$ cat src/rtl/pwm_pkg.sv
// Shared defaults, FSM state type and duty slew rule for the dual PWM drive.
package pwm_pkg;

    localparam int unsigned DUTY_W_DEF    = 6;
    localparam int unsigned PRESC_W_DEF   = 8;
    localparam int unsigned PRESC_DIV_DEF = 64;

    typedef enum logic [1:0] {
        IDLE = 2'd0,
        RUN  = 2'd1,
        STOP = 2'd2
    } state_t;

    // Move the applied duty one LSB toward the request, or hold when equal.
    function automatic logic [DUTY_W_DEF-1:0] next_duty(
        input logic [DUTY_W_DEF-1:0] act,
        input logic [DUTY_W_DEF-1:0] req
    );
        if (req > act) begin
            return act + 1'b1;
        end else if (req < act) begin
            return act - 1'b1;
        end else begin
            return act;
        end
    endfunction

endpackage

$ cat src/rtl/pwm_dual_drive_if.sv
// Control/status bundle of the dual PWM drive: duty requests in, pulses and readback out.
interface pwm_dual_drive_if #(
    parameter int unsigned DUTY_W = pwm_pkg::DUTY_W_DEF
);

    logic              Enable;
    logic [DUTY_W-1:0] DC_X;
    logic [DUTY_W-1:0] DC_Y;
    logic              PWM_X;
    logic              PWM_Y;
    logic              Period_Strt;
    logic              Busy;
    logic [DUTY_W-1:0] Duty_Act_X;
    logic [DUTY_W-1:0] Duty_Act_Y;

    modport master (
        output Enable, DC_X, DC_Y,
        input  PWM_X, PWM_Y, Period_Strt, Busy, Duty_Act_X, Duty_Act_Y
    );

    modport slave (
        input  Enable, DC_X, DC_Y,
        output PWM_X, PWM_Y, Period_Strt, Busy, Duty_Act_X, Duty_Act_Y
    );

endinterface

$ cat src/rtl/pwm_prescaler.sv
// Divides sysclk down to the PWM tick; counter held at zero while clr is high.
module pwm_prescaler #(
    parameter int unsigned PRESC_W   = 8,
    parameter int unsigned PRESC_DIV = 64
) (
    input  logic clk,
    input  logic rst_n,
    input  logic clr,
    output logic tick
);

    localparam logic [PRESC_W-1:0] LAST = PRESC_W'(PRESC_DIV - 1);

    logic [PRESC_W-1:0] presc_cnt;

    assign tick = !clr && (presc_cnt == LAST);

    always_ff @(posedge clk or negedge rst_n) begin
        if (!rst_n) begin
            presc_cnt <= '0;
        end else if (clr || tick) begin
            presc_cnt <= '0;
        end else begin
            presc_cnt <= presc_cnt + 1'b1;
        end
    end

endmodule

$ cat src/rtl/pwm_dual_drive.sv
// Two-channel fixed-period PWM; duty words sampled only at period starts.
// Optional PWM_SLEW_EN: each load moves the applied duty by at most one LSB.
module pwm_dual_drive
    import pwm_pkg::*;
#(
    parameter int unsigned DUTY_W    = DUTY_W_DEF,
    parameter int unsigned PRESC_W   = PRESC_W_DEF,
    parameter int unsigned PRESC_DIV = PRESC_DIV_DEF
) (
    input  logic            sysclk,
    input  logic            Reset_n,
    pwm_dual_drive_if.slave bus
);

    state_t            state_q;
    state_t            state_d;
    logic              tick;
    logic              wrap;
    logic              load;
    logic              to_idle;
    logic [DUTY_W-1:0] cnt_q;
    logic [DUTY_W-1:0] duty_x_q;
    logic [DUTY_W-1:0] duty_y_q;
    logic [DUTY_W-1:0] load_x;
    logic [DUTY_W-1:0] load_y;
    logic              pwm_x_q;
    logic              pwm_y_q;
    logic              pstrt_q;

    pwm_prescaler #(
        .PRESC_W   (PRESC_W),
        .PRESC_DIV (PRESC_DIV)
    ) u_presc (
        .clk   (sysclk),
        .rst_n (Reset_n),
        .clr   (state_q == IDLE),
        .tick  (tick)
    );

    assign wrap = tick && (cnt_q == '1);

`ifdef PWM_SLEW_EN
    assign load_x = next_duty(duty_x_q, bus.DC_X);
    assign load_y = next_duty(duty_y_q, bus.DC_Y);
`else
    assign load_x = bus.DC_X;
    assign load_y = bus.DC_Y;
`endif

    always_ff @(posedge sysclk or negedge Reset_n) begin
        if (!Reset_n) begin
            state_q <= IDLE;
        end else begin
            state_q <= state_d;
        end
    end

    // A wrap in RUN always loads, even when Enable falls on that cycle.
    always_comb begin
        state_d = state_q;
        load    = 1'b0;
        to_idle = 1'b0;
        case (state_q)
            IDLE: begin
                if (bus.Enable) begin
                    state_d = RUN;
                    load    = 1'b1;
                end
            end
            RUN: begin
                load = wrap;
                if (!bus.Enable) begin
                    state_d = STOP;
                end
            end
            STOP: begin
                if (bus.Enable) begin
                    state_d = RUN;
                    load    = wrap;
                end else if (wrap) begin
                    state_d = IDLE;
                    to_idle = 1'b1;
                end
            end
            default: begin
                state_d = IDLE;
            end
        endcase
    end

    always_ff @(posedge sysclk or negedge Reset_n) begin
        if (!Reset_n) begin
            cnt_q    <= '0;
            duty_x_q <= '0;
            duty_y_q <= '0;
            pwm_x_q  <= 1'b0;
            pwm_y_q  <= 1'b0;
            pstrt_q  <= 1'b0;
        end else begin
            pstrt_q <= load;
            if (load) begin
                duty_x_q <= load_x;
                duty_y_q <= load_y;
            end
            if (state_q == IDLE) begin
                cnt_q <= '0;
            end else if (tick) begin
                cnt_q <= cnt_q + 1'b1;
            end
            if ((state_q == IDLE) || to_idle) begin
                pwm_x_q <= 1'b0;
                pwm_y_q <= 1'b0;
            end else begin
                pwm_x_q <= (cnt_q < duty_x_q);
                pwm_y_q <= (cnt_q < duty_y_q);
            end
        end
    end

    assign bus.PWM_X       = pwm_x_q;
    assign bus.PWM_Y       = pwm_y_q;
    assign bus.Period_Strt = pstrt_q;
    assign bus.Busy        = (state_q != IDLE);
    assign bus.Duty_Act_X  = duty_x_q;
    assign bus.Duty_Act_Y  = duty_y_q;

endmodule
$ cat src/flat_wrapper.sv
// flat-port wrapper written by rule: the top's interface ports become plain ports
module pwm_dual_drive_flat import pwm_pkg::*;
#(
    parameter int unsigned DUTY_W    = DUTY_W_DEF,
    parameter int unsigned PRESC_W   = PRESC_W_DEF,
    parameter int unsigned PRESC_DIV = PRESC_DIV_DEF
)
  (sysclk, Reset_n, bus_Enable, bus_DC_X, bus_DC_Y, bus_PWM_X, bus_PWM_Y, bus_Period_Strt, bus_Busy, bus_Duty_Act_X, bus_Duty_Act_Y);
  pwm_dual_drive_if #(.DUTY_W(DUTY_W)) bus_i ();
  input  logic sysclk;
  input  logic Reset_n;
  input wire logic [$bits(bus_i.Enable)-1:0] bus_Enable;
  input wire logic [$bits(bus_i.DC_X)-1:0] bus_DC_X;
  input wire logic [$bits(bus_i.DC_Y)-1:0] bus_DC_Y;
  output wire logic [$bits(bus_i.PWM_X)-1:0] bus_PWM_X;
  output wire logic [$bits(bus_i.PWM_Y)-1:0] bus_PWM_Y;
  output wire logic [$bits(bus_i.Period_Strt)-1:0] bus_Period_Strt;
  output wire logic [$bits(bus_i.Busy)-1:0] bus_Busy;
  output wire logic [$bits(bus_i.Duty_Act_X)-1:0] bus_Duty_Act_X;
  output wire logic [$bits(bus_i.Duty_Act_Y)-1:0] bus_Duty_Act_Y;
  assign bus_i.Enable = bus_Enable;
  assign bus_i.DC_X = bus_DC_X;
  assign bus_i.DC_Y = bus_DC_Y;
  assign bus_PWM_X = bus_i.PWM_X;
  assign bus_PWM_Y = bus_i.PWM_Y;
  assign bus_Period_Strt = bus_i.Period_Strt;
  assign bus_Busy = bus_i.Busy;
  assign bus_Duty_Act_X = bus_i.Duty_Act_X;
  assign bus_Duty_Act_Y = bus_i.Duty_Act_Y;
  pwm_dual_drive #(.DUTY_W(DUTY_W), .PRESC_W(PRESC_W), .PRESC_DIV(PRESC_DIV)) u_core (.sysclk(sysclk), .Reset_n(Reset_n), .bus(bus_i));
endmodule
$ cat config.mk
export PLATFORM = sky130hd
export DESIGN_NAME = pwm_dual_drive_flat
export DESIGN_NICKNAME = d
export VERILOG_FILES = /design/src/rtl/pwm_pkg.sv /design/src/rtl/pwm_dual_drive_if.sv /design/src/rtl/pwm_prescaler.sv /design/src/rtl/pwm_dual_drive.sv /design/src/flat_wrapper.sv
export SDC_FILE = /design/constraint.sdc
export NUM_CORES = 1
export LEC_CHECK = 0
export ABC_AREA = 1
export BUFFER_PORTS_ARGS = -buffer_cell sky130_fd_sc_hd__buf_2
export CAP_MARGIN = 20
export CELL_PAD_IN_SITES_DETAIL_PLACEMENT = 0
export CELL_PAD_IN_SITES_GLOBAL_PLACEMENT = 1
export CORE_MARGIN = 1
export CORE_UTILIZATION = 30
export CTS_BUF_LIST = sky130_fd_sc_hd__clkbuf_16
export DETAILED_ROUTE_END_ITERATION = 8
export PLACE_DENSITY_LB_ADDON = 0.1
export SYNTH_ARGS = -nofsm -noshare
export SYNTH_HDL_FRONTEND = slang
export SYNTH_SLANG_ARGS = --single-unit
export TNS_END_PERCENT = 100
$ cat constraint.sdc
create_clock -name sysclk -period 1.87 [get_ports sysclk]
set_clock_uncertainty 0.1 [all_clocks]
set_input_delay 0.187 -clock sysclk [delete_from_list [all_inputs] [get_ports sysclk]]
set_output_delay 0.187 -clock sysclk [all_outputs]
set_load 0.02 [all_outputs]
Word-level counts from Yosys, hierarchy flattened

Cells that the tools add are included.

Bits in registers: 31
Bits in latches: 0
RAM bits: 0
ROM bits: 0
Word-level logic and storage cells: 44
Memories: 0

Add/sub/neg operators: 2
Multiply operators: 0
Div/mod/pow operators: 0
$lt $le $gt $ge: 2
Equality and inequality tests: 7
Shift operators: 0
Multiplexer cells: 16
Bitwise gates (word level): 0
Reduce and logical (&&, ||, !) cells: 9

Operators with widths:

| operator            | count |
|---|---|
| $lt 6x6->1          | 2 |
| $mux 6              | 2 |
| $add 8x1->8 const B | 1 |
| $eq 8x6->1 const B  | 1 |
| $mux 2              | 4 |
| $mux 8              | 1 |
| $mux 1              | 7 |
| $add 6x1->6 const B | 1 |
| $eq 6x6->1 const B  | 1 |
| $pmux 2 s3          | 1 |
| $ne 2x2->1 const B  | 2 |
| $reduce_bool 2->1   | 2 |
| $ne 3x2->1 const B  | 1 |
| $pmux 1 s3          | 1 |
| $reduce_and 3->1    | 1 |
| $eq 2x1->1 const B  | 1 |
| $eq 2x2->1 const B  | 1 |
| $logic_and 1x1->1   | 2 |
| $logic_not 2->1     | 1 |
| $logic_or 1x1->1    | 2 |
| $logic_not 1->1     | 1 |

Logic depth before layout (Yosys ltp)

Gate-level depths: netlist (run 1).

Word-level depth: 9
Gate-level depth with buffers: 9
Gate-level depth less buffers: 8

By module

A second synthesis (run 1) with hierarchy kept.

Cells, all modules: 216
Area, all modules: 1732.9 um^2

Modules (own cells, without submodules):

| module         | instances | cells each | area an instance (um^2) | sequential area each (um^2) |
|---|---|---|---|---|
| pwm_dual_drive | 1         | 161        | 1305.0                  | 575.6 |
| pwm_prescaler  | 1         | 55         | 427.9                   | 200.2 |

Worst setup path before layout (run 1)

Ideal clock, no wire load.

Path type: flip-flop to flip-flop
Start: reg u_core.cnt_q[1]
End: reg u_core.duty_x_q[2] (netlist: u_core.bus.Duty_Act_X[2])
Library setup time: 0.117 ns
Data arrival time: 1.347 ns
Required time: 1.653 ns
Slack: 0.306 ns
Cell stages (with the launch flop): 10
Buffers on the path: 1
Path through: dfrtp_1 -> ha_1 -> nand2_2 -> nor2_1 -> nand2_1 -> o21bai_4 -> nand2_4 -> buf_6 -> nand2_1 -> nand2_1

Word-level cells in the longest chain between the ends: 4

RTL lines:

| item                     | RTL line              | RTL |
|---|---|---|
| start: declaration       | pwm_dual_drive.sv:21  | `logic [DUTY_W-1:0] cnt_q;` |
| start signal: assignment | pwm_dual_drive.sv:108 | `cnt_q <= cnt_q + 1'b1;` |
| $eq 6x6->1 *             | pwm_dual_drive.sv:40  | `assign wrap = tick && (cnt_q == '1);` |
| $logic_and 1x1->1 *      | pwm_dual_drive.sv:40  |  |
| $mux 1                   | pwm_dual_drive.sv:77  | `if (bus.Enable) begin` |
| $pmux 1 s3 *             | pwm_dual_drive.sv:63  | `case (state_q)` |
| end signal: assignment   | pwm_dual_drive.sv:102 | `duty_x_q <= load_x;` |
| end: declaration         | pwm_dual_drive.sv:22  | `logic [DUTY_W-1:0] duty_x_q;` |

Mark *: on every way between the ends. The rest lies on a longest branch, timed or not.
A chain may end at the register's enable or synchronous reset.

Worst setup path in the final report (run 1)

Start: reg u_core.cnt_q[1]
End: reg u_core.duty_y_q[4] (netlist: u_core.bus.Duty_Act_Y[4])

Word-level cells in the longest chain between the ends: 4

RTL lines:

| item                   | RTL line              | RTL |
|---|---|---|
| $eq 6x6->1 *           | pwm_dual_drive.sv:40  |  |
| $logic_and 1x1->1 *    | pwm_dual_drive.sv:40  |  |
| $mux 1                 | pwm_dual_drive.sv:77  |  |
| $pmux 1 s3 *           | pwm_dual_drive.sv:63  |  |
| end signal: assignment | pwm_dual_drive.sv:103 | `duty_y_q <= load_y;` |
| end: declaration       | pwm_dual_drive.sv:23  | `logic [DUTY_W-1:0] duty_y_q;` |

Marked as above.

==> results of run 1 <==
-- path summary, 6_finish.rpt --
kind	start	end	slack, ns	cells after the start
max	u_core.cnt_q[1]	u_core.bus.Duty_Act_Y[4]	0.18	8
min	bus_DC_Y[5]	u_core.bus.Duty_Act_Y[5]	0.04	3
max reg2reg	u_core.cnt_q[1]	u_core.bus.Duty_Act_Y[4]	0.18	8
min reg2reg	u_core.u_presc.presc_cnt[0]	u_core.u_presc.presc_cnt[0]	0.36	1
max in group asynchronous	Reset_n	u_core.cnt_q[1]	0.82	2
min in group asynchronous	Reset_n	u_core.cnt_q[4]	0.40	2
-- final cells by class --
class | count | area, sq um | share of cell area (%)
sequential | 31 | 775.7 | 37.69
multi-input combinational | 132 | 739.5 | 35.93
timing repair buffer | 35 | 190.2 | 9.240
clock buffer | 5 | 125.1 | 6.079
inverter | 27 | 101.3 | 4.924
tap | 70 | 87.58 | 4.255
clock inverter | 3 | 38.79 | 1.885
-- power by group through the flow --
stage | Clock [mW] | Sequential (mW) | Combinational (mW)
floorplan | 0 | 0.945 | 0.237
global placement | 0 | 0.854 | 0.507
detailed placement | 0 | 0.857 | 0.511
CTS | 0.933 | 0.846 | 0.514
global route | 0.965 | 0.859 | 0.577
finish | 0.909 | 0.844 | 0.503
-- kinds of logic (layout without fill, tap and decap cells) --
logic type / count (synthesis) / count (layout) / synth area share (%)
simple gates: 88 / 88 / 23.59
flops: 31 / 31 / 47.18
compound gates: 30 / 30 / 11.19
buf+inv: 30 / 70 / 7.838
fa+ha+maj: 12 / 12 / 9.132
xor+xnor: 2 / 2 / 1.066
-- per-stage QoR --
step           area, sq um  std cells
3_5_place_dp          1884        294
6_report              2058        303
5_1_grt               2058        303
4_1_cts               2058        303
3_3_place_gp          1884        294
2_1_floorplan         1644        193
-- flip-flops by register name, summed over array words and instances (netlist names) --
register,flops
u_core.bus.Duty_Act_X,6
u_core.bus.Duty_Act_Y,6
u_core.bus.PWM_X,1
u_core.bus.PWM_Y,1
u_core.bus.Period_Strt,1
u_core.cnt_q,6
u_core.state_q,2
u_core.u_presc.presc_cnt,8
-- critical path: cells and delay by family (launching register included) --
kind	cells	cell delay (ns)
and+or+nand+nor	6	0.57
adders and majority gates	1	0.23
AOI/OAI and AO/OA	1	0.22
DFF	1	0.44
-- Yosys cell counts --
cell type	n	area share, %
nand2_1	46	11
dfrtp_1	31	47
inv_1	20	4.6
nand3_1	15	4.6
nor2_1	14	3.2
ha_1	12	9.1
a21oi_1	11	3.3
o21ai_0	9	2.7
inv_2	7	1.6
nand4_1	4	1.5
nand2_2	3	1.1
nor3_1	3	0.91
a21boi_0	2	0.91
buf_6	2	1.4
o21a_1	2	0.91
o21ai_1	2	0.61
xnor2_1	2	1.1
buf_2	1	0.30
nand2_4	1	0.68
nor2_4	1	0.68
nor4_1	1	0.38
o21bai_1	1	0.46
o21bai_2	1	0.68
o21bai_4	1	1.1
o22ai_1	1	0.38
-- metal layers --
layer	vias to the layer above	GRT usage, %	wire length (um)
li1	706	-	-
met1	635	18.59	1735
met2	26	21.91	1701
met3	9	3.713	137
met4	0	7.115	72
met5	-	0	0
-- what timing repair did --
action,in CTS,in global routing
resized for setup,0,0
hold endpoints to repair,31,0
hold buffers,1,0
==> reports/metrics.csv, run 1 <==
metric;value;unit
critical path's slowest cell;dfrtp_1;
Req. time, crit path;1.93;ns
Routed WL;3647;um
IO Port Bufs;30;
Layout area overhead;25.19;%
max_cap viols;0;
kind of critical path;reg2reg;
Setup crit start kind;flop;
Setup violations, final;0;
Worst Hold Slack;0.03748;ns
Flop pwr share;37.4;%
Mean Syn Cell Area;8.519;sq um
DR iter-0 viols;64;
CP dominant cell by count;nand2_1;
peak supply drop;427.0;uV
combinational fraction of design power;22.3;%
initial antenna violation count;0;
sw frac;30.22;%
Final Max Tran Viols;0;
Final period util;90.16;%
fillers;561;
Netlist Area Pre-Place;1644;sq um
Pwr per Cell Area;1096;nW/um^2
final-report hold violation count;0;
Final Net Count;259;
Core Util, Final;39.54;%
Pre-antenna DRT Iters;4;
outcome;finished, final reports clean;
Leak;1.081;nW
max frequency;0.5931;GHz
Setup crit end kind;flop;
largest net degree at the start of global routing;32;
Int Power;1.574;mW
CTS tree;built;
Tightest Pin Transition;0.7117;ns
Setup TNS;0;ns
# clock sinks;31;
remaining antenna violation count;0;
CTS buffer count;5;
Ant. Diodes;0;
Max Root-Sink Buffers;2;
#FFs+latches synth;31;
synth unique cells;25;
layout cell share with drive strength beyond 1;23.61;%
Tmin final;1.686;ns
RSZ-0062 raised after global routing;no;
most frequent cells in the layout;46 x nand2_1, 31 x dfrtp_1, 30 x buf_2, 20 x inv_1, 15 x nand3_1;
relative slew slack;52.56;%
sw power;681.8;uW
commonest non-fill, non-tap cell in the layout;nand2_1;
Worst EP arrival;1.75;ns
dpl hpwl;2835;um
FP Rows;26;
vias per cell;4.541;
clock root buffer;clkbuf_16;
Gate Count Post-Synth;193;
worst hold path class;in2reg;
Crit path largest cell delay;0.44;ns
PnR Total Power;2.256;mW
Yosys warnings;0;
Worst Path Max Fanout;13;
sequential area share after synthesis;47.18;%
Setup WS pre-CTS;0.1615;ns
setup ws final;0.1840;ns
first-pass GRT wire length;6437;um
die area;5781;sq um
Worst-path clk slew;0.05;ns
routed via count;1376;
DRC errors left;0;
Chip Height;76.03;um
GRT Residual Overflow;0;
post-CTS setup buffers;0;
Routed WL per cell;12.04;um
Die Span X;76.03;um
H-Tree Level Count;2;
worst path cell trace;ha_1 > nand2_2 > nor2_1 > nand2_1 > o21bai_4 > nand2_4 > nand2_1 > nand2_1;
core area;5205;sq um
worst skew pair latency;0.27;ns
Initial Utilization;31.59;%
routability cong.;0.8162;
Mapped Nets;220;
vias in the first global route;1349;
GRT Util Overall;14.27;%
Clk pwr share;40.3;%
IO Pins;31;
No activity file was read; power rests on OpenSTA's default activity.
==> inputs of run 2 (changes only) <==
- CORE_UTILIZATION: 30 -> 35
==> run 2 against run 1 <==
Against the previous run: the run now ends with design-rule violations left; routed wire length down 3.3%; fmax grew 1.1%; sequential cell count unchanged; utilization up 5.7 points; largest power group is now registers.
==> reports/metrics.csv, run 2 (synthesis results as in run 1) <==
metric;value;unit
CTS buffer count;5;
Chip Height;70.54;um
flop-to-flop setup slack;0.20;ns
Routed WL;3527;um
max_cap viols;0;
Worst-path clk slew;0.05;ns
violated checks;design-rule violations;
Layout area overhead;22.22;%
FP Rows;24;
Tightest Pin Transition;0.7001;ns
H-Tree Level Count;2;
core area;4444;sq um
Setup WS pre-CTS;0.1146;ns
Final Max Tran Viols;0;
die area;4975;sq um
GRT Util Overall;16.21;%
Pwr per Cell Area;1044;nW/um^2
crit path to;u_core.bus.Duty_Act_X[3];
worst skew pair latency;0.27;ns
largest net degree at the start of global routing;32;
CTS tree;built;
Setup TNS;0;ns
Final Net Count;259;
Setup crit start kind;flop;
most frequent cells in the layout;46 x nand2_1, 30 x buf_2, 30 x dfrtp_1, 21 x inv_1, 15 x nand3_1;
DR iter-0 viols;98;
Final period util;89.17;%
Routed WL per cell;12.38;um
Tmin final;1.668;ns
Max Root-Sink Buffers;2;
Die Span X;70.54;um
Worst Path Max Fanout;7;
layout cell share with drive strength beyond 1;23.18;%
outcome;finished with violations;
Worst setup startpoint;u_core.u_presc.presc_cnt[0];
number of flip-flops in the largest register;8;
routed via count;1387;
DRC errors left;4;
remaining antenna violation count;0;
clock root buffer;clkbuf_16;
peak supply drop;481.7;uV
dpl hpwl;2681;um
R2R Path Start;u_core.u_presc.presc_cnt[0];
RSZ-0062 raised after global routing;no;
GRT Residual Overflow;0;
Req. time, crit path;1.98;ns
Leak;1.068;nW
relative slew slack;53.32;%
max frequency;0.5997;GHz
Initial Utilization;36.99;%
Setup crit end kind;flop;
Setup violations, final;0;
IO Port Bufs;30;
setup ws final;0.2025;ns
worst r2r dst;u_core.bus.Duty_Act_X[3];
worst hold path class;in2reg;
routability cong.;0.8510;
Worst EP arrival;1.77;ns
IO Pins;31;
Biggest register;u_core.u_presc.presc_cnt;
# clock sinks;31;
Pre-antenna DRT Iters;6;
vias in the first global route;1351;
kind of critical path;reg2reg;
final-report hold violation count;0;
Ant. Diodes;0;
commonest non-fill, non-tap cell in the layout;nand2_1;
vias per cell;4.867;
worst reg2reg path depth;8;
initial antenna violation count;0;
first-pass GRT wire length;6216;um
run 2: power breakdown:
group	leakage [nW]	internal [mW]	switching, mW
clock network	0.0701	0.478	0.271
logic	0.600	0.182	0.324
registers	0.398	0.772	0.0706
total	1.07	1.43	0.666
run 2: worst max-delay path, cell delays in order, from the launching register on:
cell and delay [ns]:
dfrtp_1 0.37, ha_1 0.19, nand2_1 0.11, nor2_4 0.13, nand2_2 0.12, o21bai_4 0.22
buf_4 0.18, nand3_1 0.08, nand2_1 0.10
run 2: how the worst min path moves through the flow:
stage / startpoint / to / slack [ns] / cells past startpoint
6_report: bus_DC_X[1] / u_core.bus.Duty_Act_X[1] / 0.05 / 3
5_1_grt: bus_DC_Y[3] / u_core.bus.Duty_Act_Y[3] / 0.05 / 3
4_1_cts: bus_DC_Y[3] / u_core.bus.Duty_Act_Y[3] / 0.05 / 3
3_5_place_dp: Reset_n / u_core.bus.Period_Strt / 0.18 / 1
3_3_place_gp: Reset_n / u_core.bus.Period_Strt / 0.17 / 1
2_1_floorplan: Reset_n / u_core.bus.Duty_Act_X[0] / -0.21 / 0
run 2: per-stage QoR:
stage                     cells  instance area [sq um]  util [%]  hold WS (ns)  power (mW)
after global routing        285                   2009     45.21       0.04722       2.230
final                       285                   2009     45.21       0.04672       2.098
after detailed placement    275                   1854     41.72        0.1758       1.364
after global placement      275                   1854     41.72        0.1651       1.348
after floorplan             193                   1644         -       -0.2086       1.182
after CTS                   284                   2001     45.02       0.04694       2.125
run 2: metal layers:
layer	GRT usage, %	vias to the layer above	share of wire [%]
met5	0	-	0
met4	4.667	0	1.2
met3	5.556	5	4.9
met2	26.86	31	47
met1	20.24	648	47
li1	-	703	-
run 2: timing repair:
| item | in CTS | in global routing |
|---|---|---|
| hold endpoints to repair | 31 | 0 |
| hold buffers | 1 | 0 |
| resized for setup | 0 | 1 |
| setup buffers | 0 | 1 |
| setup endpoints to repair | 0 | 12 |
run 2: layout make-up:
class | instances | area [sq um]
Clock inverter | 3 | 11.26
Multi-Input combinational cell | 132 | 739.5
Clock buffer | 5 | 125.1
Fill cell | 461 | 2435
Sequential cell | 31 | 777.0
Timing Repair Buffer | 35 | 190.2
Tap cell | 52 | 65.06
Inverter | 27 | 101.3
==> inputs of run 3 (changes only) <==
- CORE_UTILIZATION: 35 -> 40
==> run 3 against run 2 <==
Against the previous run: the run now ends clean; hold slack got worse by 0.0039 ns; cell area is essentially flat; register-to-register slack worse by 0.09 ns; first-iteration DRC count down 38%; clock-buffer cell count stayed put; routed wire length grew 2.1%; sequential share of layout area fell by 0.086 points; sequential cell count stayed put; global-route usage grew 2.7 points; largest power group unchanged.
==> reports/metrics.csv, run 3 (synthesis results as in run 1) <==
metric;value;unit
met1 WL;1767;um
Tightest Pin Transition;0.7102;ns
Final Cell Area;2011;sq um
Max Root-Sink Buffers;2;
Hold Path End;u_core.bus.Duty_Act_X[2];
GRT Residual Overflow;0;
Worst Hold Launch;bus_DC_X[2];
Setup crit start kind;flop;
die area;4371;sq um
post-placement cell area;1842;sq um
max frequency;0.5686;GHz
Final Net Count;260;
DR iter-0 viols;61;
initial antenna violation count;0;
vias in the first global route;1397;
worst r2r dst;u_core.bus.Duty_Act_X[0];
setup ws final;0.1113;ns
fillers;394;
Tmin final;1.759;ns
RSZ-0062 raised after global routing;yes;
most frequent cells in the layout;46 x nand2_1, 31 x dfrtp_1, 30 x buf_2, 22 x inv_1, 15 x nand3_1;
Worst Hold Depth;3;
Setup violations, final;0;
PnR Total Power;2.101;mW
crit-path leading delay family;simple AND/OR/NAND/NOR gates;
Setup WS pre-CTS;0.03127;ns
worst skew pair latency;0.27;ns
Initial Utilization;43.28;%
CTS tree;built;
R2R Path Start;u_core.cnt_q[1];
largest net degree at the start of global routing;32;
commonest non-fill, non-tap cell in the layout;nand2_1;
core area;3799;sq um
DRC errors left;0;
routed via count;1365;
Setup TNS;0;ns
Biggest register;u_core.u_presc.presc_cnt;
routed wl met2;1689;um
Core Util, Final;52.93;%
Layout area overhead;22.30;%
Pwr per Cell Area;1045;nW/um^2
vias per cell;4.840;
number of flip-flops in the largest register;8;
Req. time, crit path;1.98;ns
CP dominant cell by count;nand2_1;
clock root buffer;clkbuf_16;
worst reg2reg path depth;8;
post-cts repair resize count;0;
FP Rows;22;
layout cell share with drive strength beyond 1;23.50;%
remaining antenna violation count;0;
Pre-antenna DRT Iters;4;
routability cong.;0.8596;
Die Span X;66.11;um
critical path's slowest cell;dfrtp_1;
worst path cell trace;ha_1 > nand2_2 > nor2_1 > nand2_1 > o21bai_4 > buf_4 > nand3_1 > nand2_1;
met3 routed WL;110;um
CTS buffer count;5;
Worst EP arrival;1.87;ns
max_cap viols;0;
Final period util;94.05;%
relative slew slack;52.65;%
GRT Util Overall;18.88;%
IO Port Bufs;30;
Routed WL;3602;um
IO Pins;31;
Bufs and invs on worst path;1;
dpl hpwl;2674;um
first-pass GRT wire length;6141;um
Chip Height;66.11;um
# clock sinks;31;
kind of critical path;reg2reg;
Worst-path clk slew;0.05;ns
outcome;finished, final reports clean;
flop-to-flop setup slack;0.11;ns
peak supply drop;578.9;uV
Ant. Diodes;0;
Leak;1.078;nW
Worst Path Max Fanout;9;
final-report hold violation count;0;
worst hold path class;in2reg;
H-Tree Level Count;2;
Setup crit end kind;flop;
Top Layer Used;met4;
Routed WL per cell;12.77;um
Final Max Tran Viols;0;
Crit path largest cell delay;0.42;ns
-- run 3: layer usage --
layer | vias to the layer above | GRT usage, %
li1 | 706 | -
met1 | 633 | 23.36
met2 | 22 | 32.27
met3 | 4 | 4.655
met4 | 0 | 5.585
met5 | - | 0
-- run 3: worst reg2reg max path, cell delays in order, from the launching register on --
cell and delay, ns:
dfrtp_1 0.42, ha_1 0.24, nand2_2 0.07, nor2_1 0.11
nand2_1 0.10, o21bai_4 0.24, buf_4 0.22, nand3_1 0.08
nand2_1 0.10
-- run 3: layout make-up --
type,count,area (sq um),share of cell area (%)
sequential,31,775.7,38.58
multi-input combinational,133,745.7,37.09
clock buffer,5,125.1,6.223
timing repair buffer,35,190.2,9.459
inverter,27,101.3,5.040
tap,48,60.06,2.987
clock inverter,3,12.51,0.6223
-- run 3: through the flow --
step | hold WS (ns) | instances
after floorplan | -0.2086 | 193
after global placement | 0.1586 | 270
after detailed placement | 0.1800 | 270
after CTS | 0.04258 | 279
after global routing | 0.05923 | 282
final | 0.04282 | 282
-- run 3: power breakdown --
part	leakage (nW)	switching, mW	internal [mW]
clock	0.0762	0.263	0.479
combinational	0.602	0.331	0.182
sequential	0.400	0.0730	0.773
total	1.08	0.667	1.43
-- run 3: worst max path at each step --
stage	cells past startpoint	from	to	slack, ns
finish	8	u_core.cnt_q[1]	u_core.bus.Duty_Act_X[0]	0.11
global route	8	u_core.u_presc.presc_cnt[0]	u_core.bus.Duty_Act_X[0]	-0.03
CTS	8	u_core.cnt_q[1]	u_core.bus.Duty_Act_X[3]	0.02
detailed placement	8	u_core.cnt_q[1]	u_core.bus.Duty_Act_X[3]	0.03
global placement	8	u_core.cnt_q[1]	u_core.bus.Duty_Act_Y[2]	0.15
floorplan	9	u_core.cnt_q[1]	u_core.bus.Duty_Act_X[2]	0.31
-- run 3: repair_timing --
item / 4_1_cts / 5_1_grt
setup endpoints to repair: 0 / 14
hold buffers: 1 / 0
endpoints found under the hold margin: 31 / 0
setup buffers: 0 / 2
